===== config.mk =====
export PLATFORM = sky130hd
export DESIGN_NAME = mem_bus_arbiter_flat
export DESIGN_NICKNAME = d
export VERILOG_FILES = /design/src/rtl/mem_bus_arbiter_pkg.sv /design/src/rtl/mem_bus_arbiter_if.sv /design/src/rtl/mem_bus_arbiter_rr2.sv /design/src/rtl/mem_bus_arbiter.sv /design/src/flat_wrapper.sv
export SDC_FILE = /design/constraint.sdc
export NUM_CORES = 1
export LEC_CHECK = 0
export BUFFER_PORTS_ARGS = -buffer_cell sky130_fd_sc_hd__buf_2
export CORE_MARGIN = 1
export CORE_UTILIZATION = 52
export CTS_CLUSTER_SIZE = 40
export DETAILED_ROUTE_END_ITERATION = 7
export GPL_TIMING_DRIVEN = 0
export PLACE_DENSITY = 0.86
export SETUP_SLACK_MARGIN = 0.2
export SYNTH_ARGS = -nofsm -noshare
export SYNTH_HDL_FRONTEND = slang
export SYNTH_SLANG_ARGS = --single-unit

===== constraint.sdc =====
create_clock -name clk -period 3.8 [get_ports clk]
set_input_delay 0.76 -clock clk [delete_from_list [all_inputs] [get_ports clk]]
set_output_delay 0.76 -clock clk [all_outputs]
set_load 0.02 [all_outputs]

===== src/rtl/mem_bus_arbiter_pkg.sv =====
// Shared encodings for the two-requester memory bus arbiter: byte sizes,
// FSM states, grant owners and the registered output bundle.
package mem_bus_arbiter_pkg;

    typedef enum logic [1:0] {
        BS_WORD = 2'd0,
        BS_BYTE = 2'd1,
        BS_HALF = 2'd2
    } byte_size_e;

    typedef enum logic [1:0] {
        ST_IDLE    = 2'd0,
        ST_IF_XFER = 2'd1,
        ST_LS_XFER = 2'd2,
        ST_RELEASE = 2'd3
    } state_e;

    typedef enum logic [1:0] {
        GRANT_NONE = 2'd0,
        GRANT_IF   = 2'd1,
        GRANT_LS   = 2'd2
    } grant_e;

    // Every requester-facing and memory-facing output comes from one of these registers.
    typedef struct packed {
        logic [31:0] if_rdata;
        logic        if_ready;
        logic [31:0] ls_rdata;
        logic        ls_read_ready;
        logic        ls_write_ready;
        logic        mem_read_en;
        logic        mem_write_en;
        logic [31:0] mem_addr;
        logic [31:0] mem_data;
        logic [1:0]  mem_byte_size;
        logic [1:0]  grant;
        logic        bus_err;
    } arb_out_t;

endpackage


===== src/rtl/mem_bus_arbiter_if.sv =====
// Bus bundle between the fetch/load-store requesters, the arbiter and memory.
// slave = arbiter view, master = requester/memory environment view.
interface mem_bus_arbiter_if;
    // Handshake: requests (if_req, ls_read_en, ls_write_en) are levels held until
    // the matching one-cycle *_ready pulse; memory likewise answers a held enable
    // with a one-cycle mem_read_ready/mem_write_ready.
    logic        if_req;
    logic [31:0] if_addr;
    logic [31:0] if_rdata;
    logic        if_ready;
    logic        ls_read_en;
    logic        ls_write_en;
    logic [31:0] ls_addr;
    logic [31:0] ls_wdata;
    logic [1:0]  ls_byte_size;
    logic [31:0] ls_rdata;
    logic        ls_read_ready;
    logic        ls_write_ready;
    logic        mem_read_en;
    logic        mem_write_en;
    logic [31:0] mem_addr;
    logic [31:0] mem_data;
    logic [1:0]  mem_byte_size;
    logic [31:0] mem_data_in;
    logic        mem_read_ready;
    logic        mem_write_ready;
    logic [1:0]  grant;
    logic        bus_err;

    modport slave (
        input  if_req, if_addr, ls_read_en, ls_write_en, ls_addr, ls_wdata, ls_byte_size,
        input  mem_data_in, mem_read_ready, mem_write_ready,
        output if_rdata, if_ready, ls_rdata, ls_read_ready, ls_write_ready,
        output mem_read_en, mem_write_en, mem_addr, mem_data, mem_byte_size,
        output grant, bus_err
    );

    modport master (
        output if_req, if_addr, ls_read_en, ls_write_en, ls_addr, ls_wdata, ls_byte_size,
        output mem_data_in, mem_read_ready, mem_write_ready,
        input  if_rdata, if_ready, ls_rdata, ls_read_ready, ls_write_ready,
        input  mem_read_en, mem_write_en, mem_addr, mem_data, mem_byte_size,
        input  grant, bus_err
    );
endinterface


===== src/rtl/mem_bus_arbiter_rr2.sv =====
// Combinational two-way round-robin picker: bit 0 = fetch, bit 1 = load/store.
module mem_arb_rr2
    import mem_bus_arbiter_pkg::*;
(
    input  logic [1:0] i_req,
    input  grant_e     i_last_grant,
    output grant_e     o_pick
);

    always_comb begin
        o_pick = GRANT_NONE;
        case (i_req)
            2'b01:   o_pick = GRANT_IF;
            2'b10:   o_pick = GRANT_LS;
            2'b11:   o_pick = (i_last_grant == GRANT_IF) ? GRANT_LS : GRANT_IF;
            default: o_pick = GRANT_NONE;
        endcase
    end

endmodule


===== src/rtl/mem_bus_arbiter.sv =====
// Arbitrates one shared memory port between instruction fetch and load/store,
// with round-robin tie breaking, a per-transfer timeout and a release cycle.
module mem_bus_arbiter
    import mem_bus_arbiter_pkg::*;
#(
    parameter int unsigned TIMEOUT_CYCLES = 255,
    parameter logic [31:0] ERR_RDATA      = 32'h0000_0000
) (
    input  logic             clk,
    input  logic             rst,
    mem_bus_arbiter_if.slave bus,
    output state_e           o_dbg_state
);

    localparam int unsigned CNT_W = $clog2(TIMEOUT_CYCLES + 1);

    state_e           r_state, w_state_nxt;
    grant_e           r_last_grant, w_last_nxt, w_pick;
    logic [CNT_W-1:0] r_cnt, w_cnt_nxt, w_cnt_inc;
    arb_out_t         r_out, w_nxt;
    logic [1:0]       w_req;
    logic             w_done, w_timeout;
    logic [31:0]      w_rd_data;

    assign w_req     = {bus.ls_read_en | bus.ls_write_en, bus.if_req};
    assign w_cnt_inc = r_cnt + CNT_W'(1);
    assign w_timeout = (w_cnt_inc == CNT_W'(TIMEOUT_CYCLES));
    // Only the response matching the transfer direction completes it.
    assign w_done    = r_out.mem_write_en ? bus.mem_write_ready : bus.mem_read_ready;
    assign w_rd_data = w_done ? bus.mem_data_in : ERR_RDATA;

    mem_arb_rr2 u_rr2 (
        .i_req        (w_req),
        .i_last_grant (r_last_grant),
        .o_pick       (w_pick)
    );

    always_ff @(posedge clk or negedge rst) begin
        if (!rst) begin
            r_state      <= ST_IDLE;
            r_last_grant <= GRANT_IF;
            r_cnt        <= '0;
            r_out        <= '0;
        end else begin
            r_state      <= w_state_nxt;
            r_last_grant <= w_last_nxt;
            r_cnt        <= w_cnt_nxt;
            r_out        <= w_nxt;
        end
    end

    always_comb begin
        w_nxt                = r_out;
        w_nxt.if_ready       = 1'b0;
        w_nxt.ls_read_ready  = 1'b0;
        w_nxt.ls_write_ready = 1'b0;
        w_nxt.bus_err        = 1'b0;
        w_state_nxt          = r_state;
        w_last_nxt           = r_last_grant;
        w_cnt_nxt            = r_cnt;
        case (r_state)
            ST_IDLE: begin
                w_cnt_nxt = '0;
                if (w_pick == GRANT_IF) begin
                    w_nxt.mem_read_en   = 1'b1;
                    w_nxt.mem_write_en  = 1'b0;
                    w_nxt.mem_addr      = bus.if_addr;
                    w_nxt.mem_data      = '0;
                    w_nxt.mem_byte_size = BS_WORD;
                    w_nxt.grant         = GRANT_IF;
                    w_last_nxt          = GRANT_IF;
                    w_state_nxt         = ST_IF_XFER;
                end else if (w_pick == GRANT_LS) begin
                    // A write wins over a simultaneous read; the read must be re-presented.
                    w_nxt.mem_read_en   = ~bus.ls_write_en;
                    w_nxt.mem_write_en  = bus.ls_write_en;
                    w_nxt.mem_addr      = bus.ls_addr;
                    w_nxt.mem_data      = bus.ls_wdata;
                    w_nxt.mem_byte_size = bus.ls_byte_size;
                    w_nxt.grant         = GRANT_LS;
                    w_last_nxt          = GRANT_LS;
                    w_state_nxt         = ST_LS_XFER;
                end
            end
            ST_IF_XFER, ST_LS_XFER: begin
                if (w_done || w_timeout) begin
                    if (r_state == ST_IF_XFER) begin
                        w_nxt.if_rdata = w_rd_data;
                        w_nxt.if_ready = 1'b1;
                    end else if (r_out.mem_write_en) begin
                        w_nxt.ls_write_ready = 1'b1;
                    end else begin
                        w_nxt.ls_rdata      = w_rd_data;
                        w_nxt.ls_read_ready = 1'b1;
                    end
                    w_nxt.bus_err      = ~w_done;
                    w_nxt.mem_read_en  = 1'b0;
                    w_nxt.mem_write_en = 1'b0;
                    w_nxt.grant        = GRANT_NONE;
                    w_state_nxt        = ST_RELEASE;
                end else begin
                    w_cnt_nxt = w_cnt_inc;
                end
            end
            ST_RELEASE: w_state_nxt = ST_IDLE;
            default:    w_state_nxt = ST_IDLE;
        endcase
    end

    assign bus.if_rdata       = r_out.if_rdata;
    assign bus.if_ready       = r_out.if_ready;
    assign bus.ls_rdata       = r_out.ls_rdata;
    assign bus.ls_read_ready  = r_out.ls_read_ready;
    assign bus.ls_write_ready = r_out.ls_write_ready;
    assign bus.mem_read_en    = r_out.mem_read_en;
    assign bus.mem_write_en   = r_out.mem_write_en;
    assign bus.mem_addr       = r_out.mem_addr;
    assign bus.mem_data       = r_out.mem_data;
    assign bus.mem_byte_size  = r_out.mem_byte_size;
    assign bus.grant          = r_out.grant;
    assign bus.bus_err        = r_out.bus_err;
    assign o_dbg_state        = r_state;

endmodule


===== src/flat_wrapper.sv =====
// flat-port wrapper written by rule: the top's interface ports become plain ports
module mem_bus_arbiter_flat import mem_bus_arbiter_pkg::*;
#(
    parameter int unsigned TIMEOUT_CYCLES = 255,
    parameter logic [31:0] ERR_RDATA      = 32'h0000_0000
)
  (clk, rst, o_dbg_state, bus_if_req, bus_if_addr, bus_ls_read_en, bus_ls_write_en, bus_ls_addr, bus_ls_wdata, bus_ls_byte_size, bus_mem_data_in, bus_mem_read_ready, bus_mem_write_ready, bus_if_rdata, bus_if_ready, bus_ls_rdata, bus_ls_read_ready, bus_ls_write_ready, bus_mem_read_en, bus_mem_write_en, bus_mem_addr, bus_mem_data, bus_mem_byte_size, bus_grant, bus_bus_err);
  mem_bus_arbiter_if bus_i ();
  input  logic clk;
  input  logic rst;
  output state_e o_dbg_state;
  input wire logic [$bits(bus_i.if_req)-1:0] bus_if_req;
  input wire logic [$bits(bus_i.if_addr)-1:0] bus_if_addr;
  input wire logic [$bits(bus_i.ls_read_en)-1:0] bus_ls_read_en;
  input wire logic [$bits(bus_i.ls_write_en)-1:0] bus_ls_write_en;
  input wire logic [$bits(bus_i.ls_addr)-1:0] bus_ls_addr;
  input wire logic [$bits(bus_i.ls_wdata)-1:0] bus_ls_wdata;
  input wire logic [$bits(bus_i.ls_byte_size)-1:0] bus_ls_byte_size;
  input wire logic [$bits(bus_i.mem_data_in)-1:0] bus_mem_data_in;
  input wire logic [$bits(bus_i.mem_read_ready)-1:0] bus_mem_read_ready;
  input wire logic [$bits(bus_i.mem_write_ready)-1:0] bus_mem_write_ready;
  output wire logic [$bits(bus_i.if_rdata)-1:0] bus_if_rdata;
  output wire logic [$bits(bus_i.if_ready)-1:0] bus_if_ready;
  output wire logic [$bits(bus_i.ls_rdata)-1:0] bus_ls_rdata;
  output wire logic [$bits(bus_i.ls_read_ready)-1:0] bus_ls_read_ready;
  output wire logic [$bits(bus_i.ls_write_ready)-1:0] bus_ls_write_ready;
  output wire logic [$bits(bus_i.mem_read_en)-1:0] bus_mem_read_en;
  output wire logic [$bits(bus_i.mem_write_en)-1:0] bus_mem_write_en;
  output wire logic [$bits(bus_i.mem_addr)-1:0] bus_mem_addr;
  output wire logic [$bits(bus_i.mem_data)-1:0] bus_mem_data;
  output wire logic [$bits(bus_i.mem_byte_size)-1:0] bus_mem_byte_size;
  output wire logic [$bits(bus_i.grant)-1:0] bus_grant;
  output wire logic [$bits(bus_i.bus_err)-1:0] bus_bus_err;
  assign bus_i.if_req = bus_if_req;
  assign bus_i.if_addr = bus_if_addr;
  assign bus_i.ls_read_en = bus_ls_read_en;
  assign bus_i.ls_write_en = bus_ls_write_en;
  assign bus_i.ls_addr = bus_ls_addr;
  assign bus_i.ls_wdata = bus_ls_wdata;
  assign bus_i.ls_byte_size = bus_ls_byte_size;
  assign bus_i.mem_data_in = bus_mem_data_in;
  assign bus_i.mem_read_ready = bus_mem_read_ready;
  assign bus_i.mem_write_ready = bus_mem_write_ready;
  assign bus_if_rdata = bus_i.if_rdata;
  assign bus_if_ready = bus_i.if_ready;
  assign bus_ls_rdata = bus_i.ls_rdata;
  assign bus_ls_read_ready = bus_i.ls_read_ready;
  assign bus_ls_write_ready = bus_i.ls_write_ready;
  assign bus_mem_read_en = bus_i.mem_read_en;
  assign bus_mem_write_en = bus_i.mem_write_en;
  assign bus_mem_addr = bus_i.mem_addr;
  assign bus_mem_data = bus_i.mem_data;
  assign bus_mem_byte_size = bus_i.mem_byte_size;
  assign bus_grant = bus_i.grant;
  assign bus_bus_err = bus_i.bus_err;
  mem_bus_arbiter #(.TIMEOUT_CYCLES(TIMEOUT_CYCLES), .ERR_RDATA(ERR_RDATA)) u_core (.clk(clk), .rst(rst), .bus(bus_i), .o_dbg_state(o_dbg_state));
endmodule

==> flow_summary.json <==
{
  "grt_usage_pct": 28.3,
  "synthFlopType": "dfrtp_1",
  "cp_common_cell": "nand2b_1",
  "synth_edf_count": 0,
  "cts_made_buffers": 17,
  "drt-wirelength-per-cell_um": 17.1,
  "async_flop_share_pct": 100,
  "crit_path_top_delay_cell": "dfstp_2",
  "startpoint_type": "flop",
  "synth_xor_area_share_pct": 0.765,
  "pin_count": 277,
  "root_buffer": "clkbuf_16",
  "clk_pin_slew_ns": 0.06,
  "final_nets": 1056,
  "fin_skew_ns": 0.00886,
  "synth_cell_type_count": 48,
  "synth.area.top_cells": "dfrtp_1, o21ai_0, mux2i_1",
  "hold_path.class": "in -> async",
  "tightest_slew_ns": 0.806,
  "cap_violations": 0,
  "clock_sinks": 150,
  "synth_top_cell_by_area": "dfrtp_1",
  "timing.final.crit_share_pct": 68.1,
  "synth_compound_area_share_pct": 22.8,
  "final_hold_viol_count": 0,
  "coreArea_um2": 12600,
  "grt_pass1_vias": 5690,
  "hpwl_mm": 13.9,
  "critPathCaptureType": "flop",
  "synthAdderAreaFrac_pct": 1.31,
  "grt_overflow_total": 0,
  "synth_top_family_by_area": "compound AO/OA/AOI/OAI gates",
  "crit_chain": "nand2b_1, o21a_1, ha_1, buf_2, nand2b_1, nor2_1, clkbuf_1, a22o_1",
  "cts_buffer_depth": 2,
  "p_per_area_nw_per_um2": 941,
  "synth_top_area_share_pct": 55.6,
  "routabilityCongestion": 0.870,
  "drc": 0,
  "status": "completed",
  "timing.fmax_mhz": 387,
  "cts_tree": "yes",
  "die_width_um": 116,
  "io_buffers": 276,
  "period_needed_ns": 2.59,
  "synth_common_cells": "dfrtp_1, o21ai_0, nand2_1, inv_1, mux2i_1",
  "num_rows": 41,
  "p_total_w": 0.00839,
  "antenna_found_initial": 0,
  "syn_nets": 760,
  "syn2layout_area_growth_pct": 33.0,
  "critical_path.max_stage_delay_ns": 0.53,
  "maxSlewHeadroom_pct": 46.2,
  "peakVddDrop_uv": 517,
  "synth-seq-cells": 150,
  "synth-simple-area-share_pct": 7.52,
  "vias_per_cell": 5.48,
  "die_height_um": 116,
  "yosys-mux-area-fraction_pct": 6.12,
  "setup_viol": 0,
  "crit_type": "reg -> reg",
  "synth_most_common_cell": "dfrtp_1",
  "grt_max_degree": 82,
  "crit_family": "simple AND/OR/NAND/NOR gates",
  "vias": 6013,
  "drive_above_1_share_pct": 36.4,
  "drv_slew": 0,
  "p_leak_nw": 4.50,
  "path_buf_inv": 2,
  "seq_area_frac_synth_pct": 56.0,
  "post-route-util_pct": 70.7,
  "syn_area_um2": 6710,
  "diodes": 0,
  "grt_pass1_wl_mm": 28.5,
  "ant_nets": 0,
  "yosys_warnings": 0,
  "die_area_um2": 13400,
  "start_util_pct": 53.2,
  "cp.required_ns": 4.16,
  "avgSynthCellArea_um2": 10.9,
  "grt_setup_unrepaired": "false",
  "wirelength_mm": 18.8,
  "cts.repair.resized": 0,
  "path_max_fanout": 10,
  "clkLatencyLatePin_ns": 0.42,
  "firstDrtPassIters": 5,
  "drt_iter0_drc": 506,
  "synthCells": 616,
  "h-tree-depth": 4,
  "post_cts_buffers": 0,
  "holdBufCountCts": 0,
  "worst_ep_arrival_time_ns": 2.94
}
per-layer routing:
layer,GRT usage (%),routed length (um)
met2,48.2,9280
met5,0,0
met1,32.3,7400
met3,8.63,1490
met4,14.2,595
kinds of logic (layout without fill, tap and decap cells):
group,after synthesis,in the layout
buf+inv,88,397
xor+xnor,5,5
compound gates,217,217
flops,150,150
fa+ha+maj,7,7
simple gates,108,108
mux,41,41
area by class of cell:
| type | count | area [um2] |
|---|---|---|
| plain buffers | 47 | 219 |
| clock buffers | 24 | 482 |
| clock inverters | 8 | 100 |
| fillers | 933 | 3700 |
| inverters | 41 | 154 |
| multi-input cells | 378 | 2580 |
| flip-flops and latches | 150 | 3750 |
| well taps | 172 | 215 |
| repair buffers | 277 | 1420 |
registers in the layout (all words and copies together), names as in the netlist:
| register | cells |
|---|---|
| u_core.bus.bus_err | 1 |
| u_core.bus.grant | 2 |
| u_core.bus.if_rdata | 32 |
| u_core.bus.if_ready | 1 |
| u_core.r_last_grant | 2 |
| u_core.bus.mem_write_en | 1 |
| u_core.r_cnt | 8 |
| u_core.bus.mem_read_en | 1 |
| u_core.bus.ls_write_ready | 1 |
| u_core.bus.ls_rdata | 32 |
| u_core.bus.mem_byte_size | 2 |
| u_core.bus.mem_data | 32 |
| u_core.bus.mem_addr | 32 |
| u_core.bus.ls_read_ready | 1 |
| u_core.o_dbg_state | 2 |
placed cells by master, fill, tap and decap left out, types with 4 or more instances in the layout:
master / count
a22o_1: 34
a22oi_1: 33
a2bb2oi_1: 32
buf_2: 282
buf_6: 5
clkbuf_1: 36
clkbuf_16: 17
clkinvlp_4: 4
dfrtp_1: 149
ha_1: 7
inv_1: 41
mux2i_1: 41
nand2_1: 71
nand2b_1: 5
nand3_1: 4
nor2_1: 5
o21ai_0: 86
o21ai_2: 11
power by group:
group	switching, W	internal, W	total (W)
combinational	0.00247	0.00153	0.00400
clock	0.000640	0.00102	0.00166
sequential	0.000436	0.00230	0.00274
total	0.00355	0.00485	0.00839
final timing paths:
path,start,endpoint,slack [ns],cells after the start
max in group asynchronous,rst,u_core.r_last_grant[0]$_DFFE_PN1P_,2.63,2
worst min register to register,u_core.r_last_grant[0]$_DFFE_PN1P_,u_core.r_last_grant[0]$_DFFE_PN1P_,0.46,2
min in group clk,u_core.r_last_grant[0]$_DFFE_PN1P_,u_core.r_last_grant[0]$_DFFE_PN1P_,0.46,2
worst min-delay path,rst,u_core.bus.ls_rdata[17]$_DFFE_PN0P_,0.34,1
worst max-delay path,u_core.r_last_grant[0]$_DFFE_PN1P_,u_core.bus.mem_data[5]$_DFFE_PN0P_,1.21,8
worst max register to register,u_core.r_last_grant[0]$_DFFE_PN1P_,u_core.bus.mem_data[5]$_DFFE_PN0P_,1.21,8
through the flow:
stage	std cells	setup slack [ns]	instance area, um2	TNS (ns)	hold WS, ns
2_1_floorplan	616	1.42	6710	0	0.441
3_3_place_gp	1064	-0.137	8300	-18.41	0.451
3_5_place_dp	1065	0.837	8340	0	0.454
4_1_cts	1097	1.22	8920	0	0.364
5_1_grt	1097	1.07	8920	0	0.384
6_report	1097	1.21	8920	0	0.337
No activity file was read; power rests on OpenSTA's default activity.
